--- src/rtl/a51_session_ctrl.sv ---
// Session sequencer for one A5/1 run: clear, load key and frame, mix, capture keystream, XOR-drain nibbles.
// Define A51_FRAME_AUTOINC_EN to keep an internal frame register that advances after every completed session.
module a51_session_ctrl #(
  parameter int KEY_BITS   = 64,
  parameter int FRAME_BITS = 22,
  parameter int MIX_CYCLES = 100,
  parameter int OUT_BITS   = 128
) (
  input  logic                  clk,
  input  logic                  clrn,
  input  logic                  start,
  input  logic                  abort,
  input  logic [KEY_BITS-1:0]   key_in,
  input  logic [FRAME_BITS-1:0] frame_in,
  input  logic                  frame_load,
  input  logic [OUT_BITS-1:0]   data_in,
  input  logic                  ks_bit_in,
  output logic                  lfsr_clr,
  output logic                  lfsr_load_en,
  output logic                  lfsr_load_bit,
  output logic                  lfsr_mix_en,
  output logic [3:0]            nib_data,
  output logic                  nib_valid,
  input  logic                  nib_ready,
  output logic                  busy,
  output logic                  done
);

  localparam int NIBBLES = OUT_BITS / 4;
  localparam int KW      = $clog2(KEY_BITS);
  localparam int FW      = $clog2(FRAME_BITS);
  localparam int OW      = $clog2(OUT_BITS);
  localparam int NW      = $clog2(NIBBLES);

  localparam logic [7:0] KEY_LAST   = 8'(KEY_BITS - 1);
  localparam logic [7:0] FRAME_LAST = 8'(FRAME_BITS - 1);
  localparam logic [7:0] MIX_LAST   = 8'(MIX_CYCLES - 1);
  localparam logic [7:0] OUT_LAST   = 8'(OUT_BITS - 1);
  localparam logic [7:0] NIB_LAST   = 8'(NIBBLES - 1);

  typedef enum logic [2:0] {
    IDLE, CLEAR, LOAD_KEY, LOAD_FRAME, MIX, GEN, DRAIN
  } state_t;

  state_t                state;
  logic [7:0]            cnt;
  logic [OUT_BITS-1:0]   ks;
  logic [FRAME_BITS-1:0] frame_sel;
  logic [NW+1:0]         nib_base;

`ifdef A51_FRAME_AUTOINC_EN
  logic [FRAME_BITS-1:0] frame_reg;

  // Stored frame number: loaded on request at start, advanced only by a completed session.
  always_ff @(posedge clk or negedge clrn) begin
    if (!clrn) begin
      frame_reg <= '0;
    end else if (!abort && state == IDLE && start && frame_load) begin
      frame_reg <= frame_in;
    end else if (!abort && state == DRAIN && nib_ready && cnt == NIB_LAST) begin
      frame_reg <= frame_reg + FRAME_BITS'(1);
    end
  end

  assign frame_sel = frame_reg;
`else
  logic unused_frame_load;
  assign unused_frame_load = frame_load;
  assign frame_sel         = frame_in;
`endif

  always_comb begin
    lfsr_load_bit = 1'b0;
    case (state)
      LOAD_KEY:   lfsr_load_bit = key_in[cnt[KW-1:0]];
      LOAD_FRAME: lfsr_load_bit = frame_sel[cnt[FW-1:0]];
      default:    lfsr_load_bit = 1'b0;
    endcase
  end

  assign nib_base = {cnt[NW-1:0], 2'b00};
  assign nib_data = nib_valid ? (ks[nib_base +: 4] ^ data_in[nib_base +: 4]) : 4'h0;

  always_ff @(posedge clk or negedge clrn) begin
    if (!clrn) begin
      state        <= IDLE;
      cnt          <= '0;
      ks           <= '0;
      lfsr_clr     <= 1'b0;
      lfsr_load_en <= 1'b0;
      lfsr_mix_en  <= 1'b0;
      nib_valid    <= 1'b0;
      busy         <= 1'b0;
      done         <= 1'b0;
    end else begin
      lfsr_clr <= 1'b0;
      done     <= 1'b0;
      if (abort) begin
        // Leaving a live session wipes the A5/1 registers so no key state lingers.
        lfsr_clr     <= (state != IDLE);
        state        <= IDLE;
        cnt          <= '0;
        lfsr_load_en <= 1'b0;
        lfsr_mix_en  <= 1'b0;
        nib_valid    <= 1'b0;
        busy         <= 1'b0;
      end else begin
        case (state)
          IDLE: begin
            if (start) begin
              state    <= CLEAR;
              cnt      <= '0;
              lfsr_clr <= 1'b1;
              busy     <= 1'b1;
            end
          end
          CLEAR: begin
            state        <= LOAD_KEY;
            cnt          <= '0;
            lfsr_load_en <= 1'b1;
          end
          LOAD_KEY: begin
            if (cnt == KEY_LAST) begin
              state <= LOAD_FRAME;
              cnt   <= '0;
            end else begin
              cnt <= cnt + 8'd1;
            end
          end
          LOAD_FRAME: begin
            if (cnt == FRAME_LAST) begin
              state        <= MIX;
              cnt          <= '0;
              lfsr_load_en <= 1'b0;
              lfsr_mix_en  <= 1'b1;
            end else begin
              cnt <= cnt + 8'd1;
            end
          end
          MIX: begin
            if (cnt == MIX_LAST) begin
              state <= GEN;
              cnt   <= '0;
            end else begin
              cnt <= cnt + 8'd1;
            end
          end
          GEN: begin
            // The output bit seen this cycle reflects the registers before this cycle's clock.
            ks[cnt[OW-1:0]] <= ks_bit_in;
            if (cnt == OUT_LAST) begin
              state       <= DRAIN;
              cnt         <= '0;
              lfsr_mix_en <= 1'b0;
              nib_valid   <= 1'b1;
            end else begin
              cnt <= cnt + 8'd1;
            end
          end
          DRAIN: begin
            if (nib_ready) begin
              if (cnt == NIB_LAST) begin
                state     <= IDLE;
                cnt       <= '0;
                nib_valid <= 1'b0;
                busy      <= 1'b0;
                done      <= 1'b1;
              end else begin
                cnt <= cnt + 8'd1;
              end
            end
          end
          default: begin
            state <= IDLE;
            cnt   <= '0;
          end
        endcase
      end
    end
  end

endmodule
--- config.mk ---
export PLATFORM = sky130hd
export DESIGN_NAME = a51_session_ctrl
export DESIGN_NICKNAME = d
export VERILOG_FILES = /design/src/rtl/a51_session_ctrl.sv
export SDC_FILE = /design/constraint.sdc
export NUM_CORES = 1
export LEC_CHECK = 0
export ABC_CLOCK_PERIOD_IN_PS = 5000
export CORE_MARGIN = 1
export CORE_UTILIZATION = 55
export DETAILED_ROUTE_END_ITERATION = 16
export GPL_ROUTABILITY_DRIVEN = 0
export PLACE_DENSITY = 0.88
export SLEW_MARGIN = 40
export SYNTH_ARGS = -nofsm -noshare
export SYNTH_HDL_FRONTEND = slang
export SYNTH_SLANG_ARGS = --single-unit
--- constraint.sdc ---
create_clock -name clk -period 5 [get_ports clk]
set_input_delay 0.75 -clock clk [delete_from_list [all_inputs] [get_ports clk]]
set_output_delay 0.75 -clock clk [all_outputs]
set_load 0.05 [all_outputs]
# Yosys cells after proc, flatten, opt, wreduce, memory -nomap -nowiden
# Cells that the tools add are included.
[classes]
add_sub_neg = 1
n_mul = 0
div = 0
n_lt_le_gt_ge = 4
n_eq_ne = 18
shifts = 2
mux = 49
n_bitwise = 2
reduce_logical = 14
[op_table]
columns = ["op", "n"]
rows = [
  ["indexed part select 128 x 8 -> 4 bit", 2],
  ["bitwise mux 128 bit", 1],
  ["two-way mux 8 bit", 8],
  ["one-hot mux 8 bit (6 select lines)", 1],
  ["two-way mux 3 bit", 8],
  ["two-way mux 1 bit", 21],
  ["!= test 3 bit, second input constant", 7],
  ["one-hot mux 3 bit (7 select lines)", 1],
  ["== test 8 x 5 -> 1 bit, second input constant", 2],
  ["== test 8 x 7 -> 1 bit, second input constant", 2],
  ["nonzero test 3 bit", 5],
  ["one-hot mux 1 bit (2 select lines)", 5],
  ["== test 3 bit, second input constant", 3],
  ["adder 8 x 1 -> 8 bit, second input constant", 1],
  ["== test 8 x 6 -> 1 bit, second input constant", 1],
  ["less-than comparator 7 x 8 -> 1 bit, second input constant", 1],
  ["AND reduction 4 bit", 2],
  ["demux 1 bit (select 7 bit)", 1],
  ["greater-or-equal comparator 7 x 1 -> 1 bit, second input constant", 1],
  ["less-than comparator 6 x 7 -> 1 bit, second input constant", 1],
  ["AND reduction 7 bit", 1],
  ["binary-select mux 1 bit (select 6 bit)", 1],
  ["== test 3 x 2 -> 1 bit, second input constant", 2],
  ["less-than comparator 5 x 6 -> 1 bit, second input constant", 1],
  ["9 further kinds", 11],
]
[word_totals]
register_bits = 145
latchBits = 0
ram_bits = 0
rom_bits = 0
input_bits = 221
output_inout_bits = 11
elab_cells = 99
n_memories = 0

# Depth between registers and ports, before layout
[logic_depth]
ltp_word = 5
ltp_mapped = 11

# Worst setup path after synthesis
# OpenSTA, ideal clock, no wires.
[synth_path]
path_type = "reg2out"
startpoint = "register cnt[0]"
endpoint = "output nib_data[0]"
arrival_ns = 2.963
slack_ns = 1.287
path_stages_with_launch = 9
path_buffers = 2
cell_sequence = "dfrtp_1 > buf_2 > nor2_1 > buf_2 > a221oi_1 > o221a_2 > nor3_1 > nor3_1 > nor3b_1"
[synth_between]
elab_chain_len = 3
word_cells_on_any_way = 4
classes_between = "2 x shift; 1 x mux; 1 x bitwise"
[synth_lines]
columns = ["element", "line_no", "text"]
rows = [
  ["start: declaration", "46", "logic [7:0] cnt;"],
  ["start signal: assignment", "127", "cnt <= cnt + 8'd1;"],
  ["start signal: assignment", "137", "cnt <= cnt + 8'd1;"],
  ["start signal: assignment", "145", "cnt <= cnt + 8'd1;"],
  ["indexed part select 128 x 8 -> 4 bit", "82", "assign nib_data = nib_valid ? (ks[nib_base +: 4] ^ data_in[nib_base +: 4]) : 4'h0;"],
  ["XOR 4 bit (*)", "82", ""],
  ["two-way mux 4 bit (*)", "82", ""],
  ["end: declaration", "22", "output logic [3:0] nib_data,"],
]
# Every way passes the cells marked *; elsewhere a longest branch is shown, timed or not.

# Worst setup path after layout
[layout_path]
startpoint = "register cnt[0]"
endpoint = "output nib_data[2]"
# The elaborated chain is that of the path after synthesis.

==> impl_metrics.py <==
metrics = {
    "layout": {
        "layoutNonFillerInstCount": 1370,
        "syn2layout_area_growth_pct": 33.7,
        "mostFrequentLayoutCells": "clkdlybuf4s50_1, mux2_2, dfrtp_1",
        "nets": 1360,
        "fin_util": 0.759,
        "final_common_cell": "clkdlybuf4s50_1",
        "drive_above_1_share": 0.228,
    },
    "routing": {
        "drtIter0Drc": 1157,
        "viasPerCell": 6.70,
        "wire_per_inst_um": 24.7,
        "drt_wl_total_um": 33800,
        "ant_nets": 0,
        "drtPass1Iterations": 5,
        "drc": 0,
        "vias": 9179,
    },
    "global_route": {
        "antenna_found_initial": 1,
        "grt_max_degree": 105,
        "grt_pass1_vias": 9403,
        "grt_use_total": 0.385,
        "gr-total-overflow": 0,
        "grt_pass1_wl_um": 51900,
    },
    "synth": {
        "synth-seq-area-share": 0.383,
        "synth_cell_type_count": 65,
        "syn_avg_cell_area_um2": 10.2,
        "synth-seq-cells": 145,
        "yosysWarnings": 0,
        "ys.flop_type": "dfrtp_1",
        "synth_cells": 932,
        "synth_edf_count": 0,
        "async_flop_share": 1.00,
        "synth_fp_nets": 1156,
        "syn_area_mm2": 0.00948,
    },
    "cts": {
        "cts_resized": 0,
        "postCtsSetupBuffers": 0,
        "clock_path_buffers": 2,
        "cts.htree.levels": 4,
        "cts-root-buf": "clkbuf_16",
        "cts_tree": "built",
        "cts.sinks": 145,
        "cts_hold_buffers": 0,
        "insertion_delay_ps": 430,
        "cts_buffers": 17,
        "path_clk_slew_ps": 60,
    },
    "pwr": {
        "p_leak_nw": 5.22,
        "ir_drop_mv": 0.223,
        "powerDensity_mw_per_mm2": 262,
        "total_power_mw": 3.32,
    },
    "die": {
        "fp.dieH_um": 133,
        "initial_core_util": 0.568,
        "die_area_mm2": 0.0178,
        "die_w_um": 133,
        "ios": 232,
        "row_count": 47,
        "coreArea_mm2": 0.0167,
    },
    "sta": {
        "setup_violations": 0,
        "rsz0062_at_grt": "no",
        "tns_ps": 0,
        "clock_skew_ps": 5.85,
        "slew_viol_final": 0,
        "relSlewSlack": 0.416,
        "fin_crit_ps": 4680,
        "worst_pin_slew_ps": 874,
        "min_period_over_period": 0.936,
        "max_freq_mhz": 214,
        "final_hold_viol_count": 0,
    },
    "critical_path": {
        "crit_required_ps": 4250,
        "worstPathArrival_ps": 3930,
        "start_kind": "flop",
        "cp-end-kind": "output pin",
        "criticalPathCategory": "reg2out",
        "path_max_fanout": 37,
    },
    "placement": {
        "hpwlAfterDp_um": 22600,
        "dp.cells": 1336,
        "port_buffers": 230,
    },
    "job": {
        "drv_cap": 0,
    },
    "status": {
        "status": "completed",
    },
    "hold_path": {
        "hold_path.class": "in2async",
    },
}
[flip-flops by register name (all words and copies together), names as in the netlist]
register,cells
state,3
cnt,8
lfsr_clr,1
ks,128
done,1
lfsr_mix_en,1
lfsr_load_en,1
busy,1
nib_valid,1
[final timing paths]
path | from | end | slack, ps | cells after the start
min | clrn | ks[40] | 180 | 1
min reg2reg | ks[44] | ks[44] | 490 | 1
max in group asynchronous | clrn | ks[25] | 3990 | 2
max reg2reg | cnt[1] | ks[36] | 1850 | 7
max | cnt[0] | nib_data[2] | 320 | 9
min in group clk | ks[44] | ks[44] | 490 | 1
[synth_stat cells, types with 10 or more instances]
| cell | count | area, um2 |
|---|---|---|
| mux2_2 | 146 | 1640 |
| nand2_1 | 118 | 443 |
| nor2b_1 | 13 | 81.3 |
| mux4_2 | 28 | 631 |
| nor3_1 | 14 | 70.1 |
| mux2_1 | 11 | 124 |
| a221oi_1 | 56 | 490 |
| a21oi_1 | 14 | 70.1 |
| clkbuf_1 | 44 | 165 |
| mux2i_1 | 24 | 240 |
| o21ai_0 | 19 | 95.1 |
| o22ai_1 | 10 | 62.6 |
| a22oi_1 | 17 | 128 |
| nor2_1 | 108 | 405 |
| buf_2 | 22 | 110 |
| dfrtp_1 | 145 | 3630 |
[layout make-up]
type / count / area [um2]
diodes: 1 / 2.50
flip-flops and latches: 145 / 3640
inverters: 10 / 37.5
clock inverters: 13 / 209
repair buffers: 263 / 2580
multi-input cells: 699 / 5480
well taps: 220 / 275
clock buffers: 19 / 453
fillers: 1130 / 4020
[metrics by stage]
| stage | hold slack [ps] | worst slack, ps | cell area (um2) |
|---|---|---|---|
| after floorplan | 454 | 1290 | 9480 |
| after global placement | 470 | 845 | 12000 |
| after detailed placement | 479 | 812 | 12000 |
| after CTS | 404 | 348 | 12600 |
| after global routing | 193 | 148 | 12700 |
| final | 178 | 318 | 12700 |
[worst max-delay path, stage by stage (launching register included)]
cell,delay [ps]
dfrtp_4,840
buf_4,290
nor2_1,60
buf_4,240
a221oi_1,320
o22ai_1,140
mux4_2,500
xnor2_1,140
nor2_1,100
clkdlybuf4s50_1,840
[per-layer routing]
metal  share of wire  global-route usage  vias to the layer above  wire length [um]
met5               0                   0                        -                 0
met4           0.069               0.245                        0              2330
met3            0.10              0.0906                      183              3470
met2            0.48               0.637                      668             16300
met1            0.35               0.452                     4431             11700
li1                -                   -                     3897                 -
[cell families after synthesis]
kind of cell,synth area share
and+or+nand+nor,0.139
muxes,0.278
AOI/OAI and AO/OA,0.152
DFF,0.383
buffers and inverters,0.0405
xor gates and xnor gates,0.00369
adders and majority gates,0.00396
[power by group]
part | internal [mW] | switching (mW)
Clock | 0.912 | 0.511
Combinational | 0.332 | 0.319
Sequential | 1.20 | 0.0484
Total | 2.44 | 0.879
(Power assumes the default switching activity.)
